[src/rtl/simple_pkg.sv]
// Shared word/pointer types and default sizing for the simple_* datapath.
package simple_pkg;

    localparam int WIDTH   = 8;
    localparam int DEPTH   = 16;
    localparam int FIFO_AW = $clog2(DEPTH);

    typedef logic [WIDTH-1:0] word_t;
    typedef logic [FIFO_AW:0] ptr_t;

endpackage

[src/rtl/simple_fifo_mem.sv]
// DEPTH x WIDTH storage: synchronous write port, combinational read port, no reset on the array.
module simple_fifo_mem #(
    parameter  int WIDTH = 8,
    parameter  int DEPTH = 16,
    localparam int AW    = $clog2(DEPTH)
) (
    input  logic             clk,
    input  logic             we,
    input  logic [AW-1:0]    waddr,
    input  logic [WIDTH-1:0] wdata,
    input  logic [AW-1:0]    raddr,
    output logic [WIDTH-1:0] rdata
);

    logic [WIDTH-1:0] mem [DEPTH];

    always_ff @(posedge clk) begin
        if (we) begin
            mem[waddr] <= wdata;
        end
    end

    assign rdata = mem[raddr];

endmodule

[src/rtl/simple_stream_fifo.sv]
// Show-ahead stream FIFO behind the simple_pkg register stage.
// Optional almost_full/almost_empty outputs under SIMPLE_STREAM_FIFO_ALMOST_EN.
module simple_stream_fifo
    import simple_pkg::*;
#(
    parameter  int WIDTH = simple_pkg::WIDTH,
    parameter  int DEPTH = simple_pkg::DEPTH,
    localparam int AW    = $clog2(DEPTH)
) (
    input  logic        clk,
    input  logic        rst_n,
    input  logic        clear,
    input  logic        in_valid,
    input  word_t       in_data,
    output logic        in_ready,
    output logic        out_valid,
    output word_t       out_data,
    input  logic        out_ready,
    output logic [AW:0] count,
`ifdef SIMPLE_STREAM_FIFO_ALMOST_EN
    output logic        almost_full,
    output logic        almost_empty,
`endif
    output logic        overflow
);

    if (DEPTH < 2 || (DEPTH & (DEPTH - 1)) != 0) begin : g_depth_check
        $error("simple_stream_fifo: DEPTH must be a power of two and at least 2");
    end
    if (WIDTH != $bits(word_t)) begin : g_width_check
        $error("simple_stream_fifo: WIDTH must match simple_pkg::word_t");
    end

    logic [AW:0]   wr_ptr, rd_ptr;
    logic [AW:0]   count_next;
    logic          full, empty, push, pop;
    logic [WIDTH-1:0] rdata;

    // Handshake: a word moves when valid & ready at a rising edge. in_ready and
    // out_valid come from registered pointers only, never from in_valid/out_ready.
    assign empty     = (wr_ptr == rd_ptr);
    assign full      = (wr_ptr[AW] != rd_ptr[AW]) && (wr_ptr[AW-1:0] == rd_ptr[AW-1:0]);
    assign in_ready  = !full;
    assign out_valid = !empty;
    assign push      = in_valid && in_ready;
    assign pop       = out_valid && out_ready;
    assign out_data  = empty ? '0 : rdata;

    simple_fifo_mem #(
        .WIDTH (WIDTH),
        .DEPTH (DEPTH)
    ) u_mem (
        .clk   (clk),
        .we    (push && !clear),
        .waddr (wr_ptr[AW-1:0]),
        .wdata (in_data),
        .raddr (rd_ptr[AW-1:0]),
        .rdata (rdata)
    );

    always_comb begin
        count_next = count;
        case ({push, pop})
            2'b10:   count_next = count + (AW+1)'(1);
            2'b01:   count_next = count - (AW+1)'(1);
            default: count_next = count;
        endcase
    end

    always_ff @(posedge clk or negedge rst_n) begin
        if (!rst_n) begin
            wr_ptr   <= '0;
            rd_ptr   <= '0;
            count    <= '0;
            overflow <= 1'b0;
        end else if (clear) begin
            wr_ptr   <= '0;
            rd_ptr   <= '0;
            count    <= '0;
            overflow <= 1'b0;
        end else begin
            if (push) begin
                wr_ptr <= wr_ptr + (AW+1)'(1);
            end
            if (pop) begin
                rd_ptr <= rd_ptr + (AW+1)'(1);
            end
            count <= count_next;
            if (in_valid && full) begin
                overflow <= 1'b1;
            end
        end
    end

`ifdef SIMPLE_STREAM_FIFO_ALMOST_EN
    localparam logic [AW:0] ALMOST_FULL_LVL = (AW+1)'(DEPTH - 2);

    // Registered from count_next so the flags always agree with count.
    always_ff @(posedge clk or negedge rst_n) begin
        if (!rst_n) begin
            almost_full  <= 1'b0;
            almost_empty <= 1'b1;
        end else if (clear) begin
            almost_full  <= 1'b0;
            almost_empty <= 1'b1;
        end else begin
            almost_full  <= (count_next >= ALMOST_FULL_LVL);
            almost_empty <= (count_next <= (AW+1)'(1));
        end
    end
`endif

endmodule

[config.mk]
export PLATFORM = sky130hd
export DESIGN_NAME = simple_stream_fifo
export DESIGN_NICKNAME = d
export VERILOG_FILES = /design/src/rtl/simple_pkg.sv /design/src/rtl/simple_fifo_mem.sv /design/src/rtl/simple_stream_fifo.sv
export SDC_FILE = /design/constraint.sdc
export NUM_CORES = 1
export LEC_CHECK = 0
export CAP_MARGIN = 15
export CORE_AREA = 4 4 121 123
export CTS_CLUSTER_SIZE = 14
export DETAILED_ROUTE_END_ITERATION = 8
export DIE_AREA = 0 0 125 127
export DONT_BUFFER_PORTS = 1
export PLACE_DENSITY = 0.57
export SLEW_MARGIN = 20
export SYNTH_ARGS = -nofsm -noshare
export SYNTH_HDL_FRONTEND = slang
export SYNTH_HIERARCHICAL = 1
export SYNTH_SLANG_ARGS = --single-unit
[constraint.sdc]
create_clock -name clk -period 6.95 [get_ports clk]
set_input_delay 1.7375 -clock clk [delete_from_list [all_inputs] [get_ports clk]]
set_output_delay 1.7375 -clock clk [all_outputs]
set_load 0.01 [all_outputs]
# Word level (Yosys, flattened, before mapping)
# Memories as Yosys holds them, arrays and structs flattened.
# Index checks and enable logic that the tools add are counted.
word_totals:
  ff_bits: 16
  latch_bits: 0
  ram_bits: 128
  romBits: 0
  inputBits: 13
  output_inout_bits: 16
  wordCells: 37
  memories: 1
op_classes:
  add_sub_neg: 4
  n_mul: 0
  n_div: 0
  n_lt_le_gt_ge: 0
  n_eq_ne: 5
  shifts: 0
  n_mux: 11
  bitwise_logic: 0
  reduce_logical: 12
memory_table:
  columns: ["name", "depth", "width", "rd", "rd_clocked_by_memory_dff", "wr", "line_no", "rtl"]
  rows:
  - ["u_mem.mem", 16, 8, 1, 0, 1, "simple_fifo_mem.sv:15", "logic [WIDTH-1:0] mem [DEPTH];"]
ops:
  columns: ["cell", "count"]
  rows:
  - ["$mux 5", 5]
  - ["$add 5x1->5 const B", 3]
  - ["$pmux 5 s2", 1]
  - ["$mux 8", 1]
  - ["$reduce_bool 2->1", 3]
  - ["$eq 5x5->1", 1]
  - ["$logic_and 1x1->1", 5]
  - ["$sub 5x1->5 const B", 1]
  - ["$eq 4x4->1", 1]
  - ["$mux 1", 4]
  - ["$logic_not 1->1", 3]
  - ["$reduce_bool 3->1", 1]
  - ["$eq 2x1->1 const B", 1]
  - ["$eq 2x2->1 const B", 1]
  - ["$ne 1x1->1", 1]

# Depth between registers and ports, before layout
depth:
  word_depth: 7
  mapped_depth: 10
  mapped_depth_nobuf: 10

# By module
# The synthesis kept the hierarchy.
by_module_without_submodules:
  columns: ["mod", "instances", "cells_per_inst", "area_each_um2", "seq_area_each_um2"]
  rows:
  - ["simple_fifo_mem", 1, 221, 4987.3, 3843.7]
  - ["simple_stream_fifo", 1, 110, 1033.5, 400.4]

# Least setup slack after synthesis
# OpenSTA, ideal clock, no wires.
synth_path:
  path_kind: "input -> register"
  start: "input in_valid"
  end: "memory u_mem.mem[0][0] (enable)"
  setup_ns: 0.383
  arrival_ns: 3.463
  required_time_ns: 6.567
  path_slack_ns: 3.104
  stages: 4
  n_path_buf: 0
  cell_sequence: "a21boi_1 > nor2b_1 > or3b_2 > nor3_1"
synth_via:
  elab_chain_len: 4
synth_rtl:
  columns: ["item", "line_no", "rtl"]
  rows:
  - ["start, declared", "simple_stream_fifo.sv:13", "input logic in_valid,"]
  - ["$logic_and 1x1->1", "simple_stream_fifo.sv:45", "assign push = in_valid && in_ready;"]
  - ["$logic_and 1x1->1", "simple_stream_fifo.sv:54", ".we (push && !clear),"]
  - ["$mux 1", "simple_fifo_mem.sv:18", "if (we) begin"]
  - ["$mux 1 (implied by the code)", "simple_fifo_mem.sv:19", "mem[waddr] <= wdata;"]
  - ["end, declared", "simple_fifo_mem.sv:15", null]
# No other way between the ends.

# Worst setup path in the final report
layout_path:
  start: "register rd_ptr[0]"
  end: "output out_data[2]"
layout_via:
  elab_chain_len: 2
  word_cells_on_any_way: 3
  cone_classes: "1 x eq/ne; 1 x mux; 1 x memory"
layout_rtl:
  columns: ["item", "line_no", "rtl"]
  rows:
  - ["start, declared", "simple_stream_fifo.sv:34", "logic [AW:0] wr_ptr, rd_ptr;"]
  - ["start signal, assigned", "simple_stream_fifo.sv:86", "rd_ptr <= rd_ptr + (AW+1)'(1);"]
  - ["$mem_v2 16x8", null, null]
  - ["net rdata[2]", "simple_stream_fifo.sv:37", "logic [WIDTH-1:0] rdata;"]
  - ["$mux 8", "simple_stream_fifo.sv:47", "assign out_data = empty ? '0 : rdata;"]
  - ["end, declared", "simple_stream_fifo.sv:17", "output word_t out_data,"]
# The timed path passes the listed nets, and every way through them passes these cells.

==> flow_summary.toml <==
[drt]
drt_pass1_iterations = 4
detail_route.vias_per_cell = 5.60
detail-route-antenna-nets = 0
detailedRoute.firstIterationViolations = 234
routed_wirelength_um = 11600
route.detailed.drc = 0
wl_per_cell_um = 21.7
dr_total_vias = 2987

[timing]
rsz0062_at_grt = "no"
worstMarginPinSlew_ps = 956
report.final.hold_viol_count = 0
finalHoldWorstSlack_ps = 567
setup-tns-final_ps = 0
min_period_ps = 4610
clock.fmax_mhz = 217
final_critical_path_setup_slack_ps = 2340
slew_headroom_pct = 36.0
setup_violations = 0
finalClockSkew_ps = 7.28
final-max-slew-violation-count = 0
layout_worst_path_cycle_share_pct = 66.3

[cts]
tritoncts = "done"
cts-buffers-inserted = 17
cts_hold_buffers = 0
clkSinkCount = 144
cts-htree-levels = 4
clkSlewWorstSetupHoldPaths_ps = 60
cts_setup_buffers = 0
cts_root_buffer = "clkbuf_16"
clock_insertion_delay_worst_skew_ps = 410
ctsResizeCount = 0
ctsLongestPathBuffers = 2

[synth]
ys_types = 43
synth.yosys.warnings = 6
synth_seq_cells = 144
post_synth_instance_area_mm2 = 0.00602
syn_inst = 331
seq_area_frac_synth_pct = 70.5
avgSynthCellArea_um2 = 18.2
synthesis.nets = 348

[final_layout]
postLayoutCellArea_mm2 = 0.00675
nets = 358
utilization_pct = 49.4
area_delta_synth_final_pct = 12.2
fraction_of_final_layout_cells_sized_beyond_drive_strength_1_pct = 17.6
final-instance-count-excl-fill = 533
diode_insertion_count_for_antenna_repair = 0

[place]
place.detailed.instances = 502
numPortBuffers = 0
detailedPlace.worstSlack_ps = 2750
dp_hpwl_um = 7290
finalWeightedCongestion = 0.721
placement.cell_area_mm2 = 0.00619

[min_path]
min-delay-path-class = "reg2reg"
cell_depth_of_the_worst_hold_path = 2
min_from = "overflow"
timing.hold.worst_endpoint = "overflow"

[floorplan]
std_cell_rows = 43
design.portCount = 29
fp.dieW_um = 125
initial_standard_cell_utilization_of_the_core_pct = 44.1
die_h_um = 127
die-area_mm2 = 0.0159
core_mm2 = 0.0137

[critical_path]
crit_arrival_ps = 2870
critical_path.endpoint_type = "output port"
worstRegToRegCells = 6
critical_path.slowest_cell = "dfrtp_2"
r2r_slack_ps = 3430
worst_path_largest_cell_delay_ps = 770
crit_fanout = 19
cp_cell_sequence = "buf_4 -> mux4_1 -> a22oi_1 -> nand2_1 -> and2_1"
r2r_start = "rd_ptr[0]"
critical_path.top_delay_family = "flip-flops"
timing_worst_setup_path_type = "reg2out"
worstSetupStartpointType = "flop"
crit-reg2reg-capture = "u_mem/mem[3][3]"
cp_data_required_time_ps = 5210
worstPathBufferInverterCount = 1

[global_route]
maximum_number_of_pins_on_one_net_before_global_route_repair = 37
grt_antenna_before_repair = 0
grt_pass1_vias = 3043
globalRouteOverflowTotal = 0
grt.total_usage_pct = 15.1
grt_first_pass_wirelength_um = 17800

[power_and_ir_drop]
ir_drop_mv = 0.162
final_total_power_mw = 2.11
p_per_area_mw_per_mm2 = 312
leakage_nw = 2.27

[outcome]
outcome = "completed"

[flow_run]
cap_viol_max_count = 0
-- cell usage in the layout (no fill, tap or decap), drive strengths merged, types with 2 or more instances in the layout --
cell	n
nand3	5
mux2	2
nor2b	2
nor2	27
a22oi	16
nand4	2
or3b	2
edfxtp	128
and3	2
o21ai	2
nand2b	4
xor2	14
nor3	4
or3	2
xnor2	2
mux4	32
buf	5
ha	4
bufinv	2
inv	2
a21oi	5
dfrtp	16
and2	10
mux2i	3
nand3b	3
clkbuf	17
nand2	19
clkinv	9
a31oi	2
-- metal layers --
metal / share of wire, % / global-route usage [%] / vias to the layer above / wire [um]
met2: 49 / 24.2 / 58 / 5690
met4: 1.1 / 5.55 / 0 / 128
met5: 0 / 0 / - / 0
li1: - / - / 1345 / -
met1: 45 / 20.2 / 1573 / 5200
met3: 4.8 / 3.85 / 11 / 550
-- report_power, final --
part | total (mW) | switching [mW] | internal [mW]
clock | 0.861 | 0.337 | 0.525
combinational | 0.248 | 0.123 | 0.125
sequential | 1.00 | 0.0405 | 0.961
-- layout make-up --
| class | count | area, um2 |
|---|---|---|
| sequential | 144 | 4250 |
| clock buffer | 17 | 425 |
| multi-input combinational | 173 | 1680 |
| clock inverter | 14 | 140 |
| tap | 180 | 225 |
| fill | 1133 | 6910 |
| timing repair buffer | 5 | 37.5 |
-- cell usage after synthesis (all sizes together) --
library cell,n,area [um2]
nor3b,1,7.51
nand3b,3,22.5
o21ai,2,10.0
a21oi,5,25.0
clkdlybuf4s25,3,30.0
and2b,1,7.51
or3,2,12.5
nand2,19,71.3
or3b,2,17.5
mux2,2,22.5
mux2i,3,33.8
nand4,2,12.5
a32oi,1,8.76
nand3,5,25.0
nor3,4,20.0
clkbuf,3,11.3
o21ba,1,10.0
nand2b,4,25.0
a31o,1,8.76
ha,4,50.1
a31oi,2,12.5
mux4,32,773
xor2,14,130
and3,2,12.5
dfrtp,16,400
nor2b,2,12.5
a22oi,16,120
edfxtp,128,3840
nor2,27,101
and2,10,62.6
buf,8,60.1
o31ai,1,7.51
o22ai,1,6.26
xnor2,2,17.5
nor4,1,21.3
a21boi,1,7.51
-- worst max path at each step --
stage | start | end | cells after the start
after detailed placement | rd_ptr[0] | out_data[3] | 4
after CTS | rd_ptr[0] | out_data[2] | 5
final | rd_ptr[0] | out_data[2] | 5
after global placement | rd_ptr[0] | out_data[2] | 5
after global routing | rd_ptr[0] | out_data[5] | 4
after floorplan | in_valid | u_mem/mem[0][0] | 4
-- registers in the layout, summed over array words and instances, names as in the netlist --
| name | flops |
|---|---|
| u_mem/mem | 128 |
| rd_ptr | 5 |
| wr_ptr | 5 |
| overflow | 1 |
| count | 5 |
-- tightest hold or removal path: stages, from the launching register on --
cell and delay [ps]:
dfrtp_1 390, a31oi_1 60, nor2_1 80
-- kinds of logic (layout without fill, tap and decap cells) --
kind of cell	Yosys count	in the layout	synth area share [%]
simple gates	85	85	7.17
buf+inv	14	36	1.68
mux	37	37	13.8
flops	144	144	70.5
xor+xnor	16	16	2.45
compound gates	31	31	3.60
fa+ha+maj	4	4	0.831
Power figures use the tool's default switching activity.
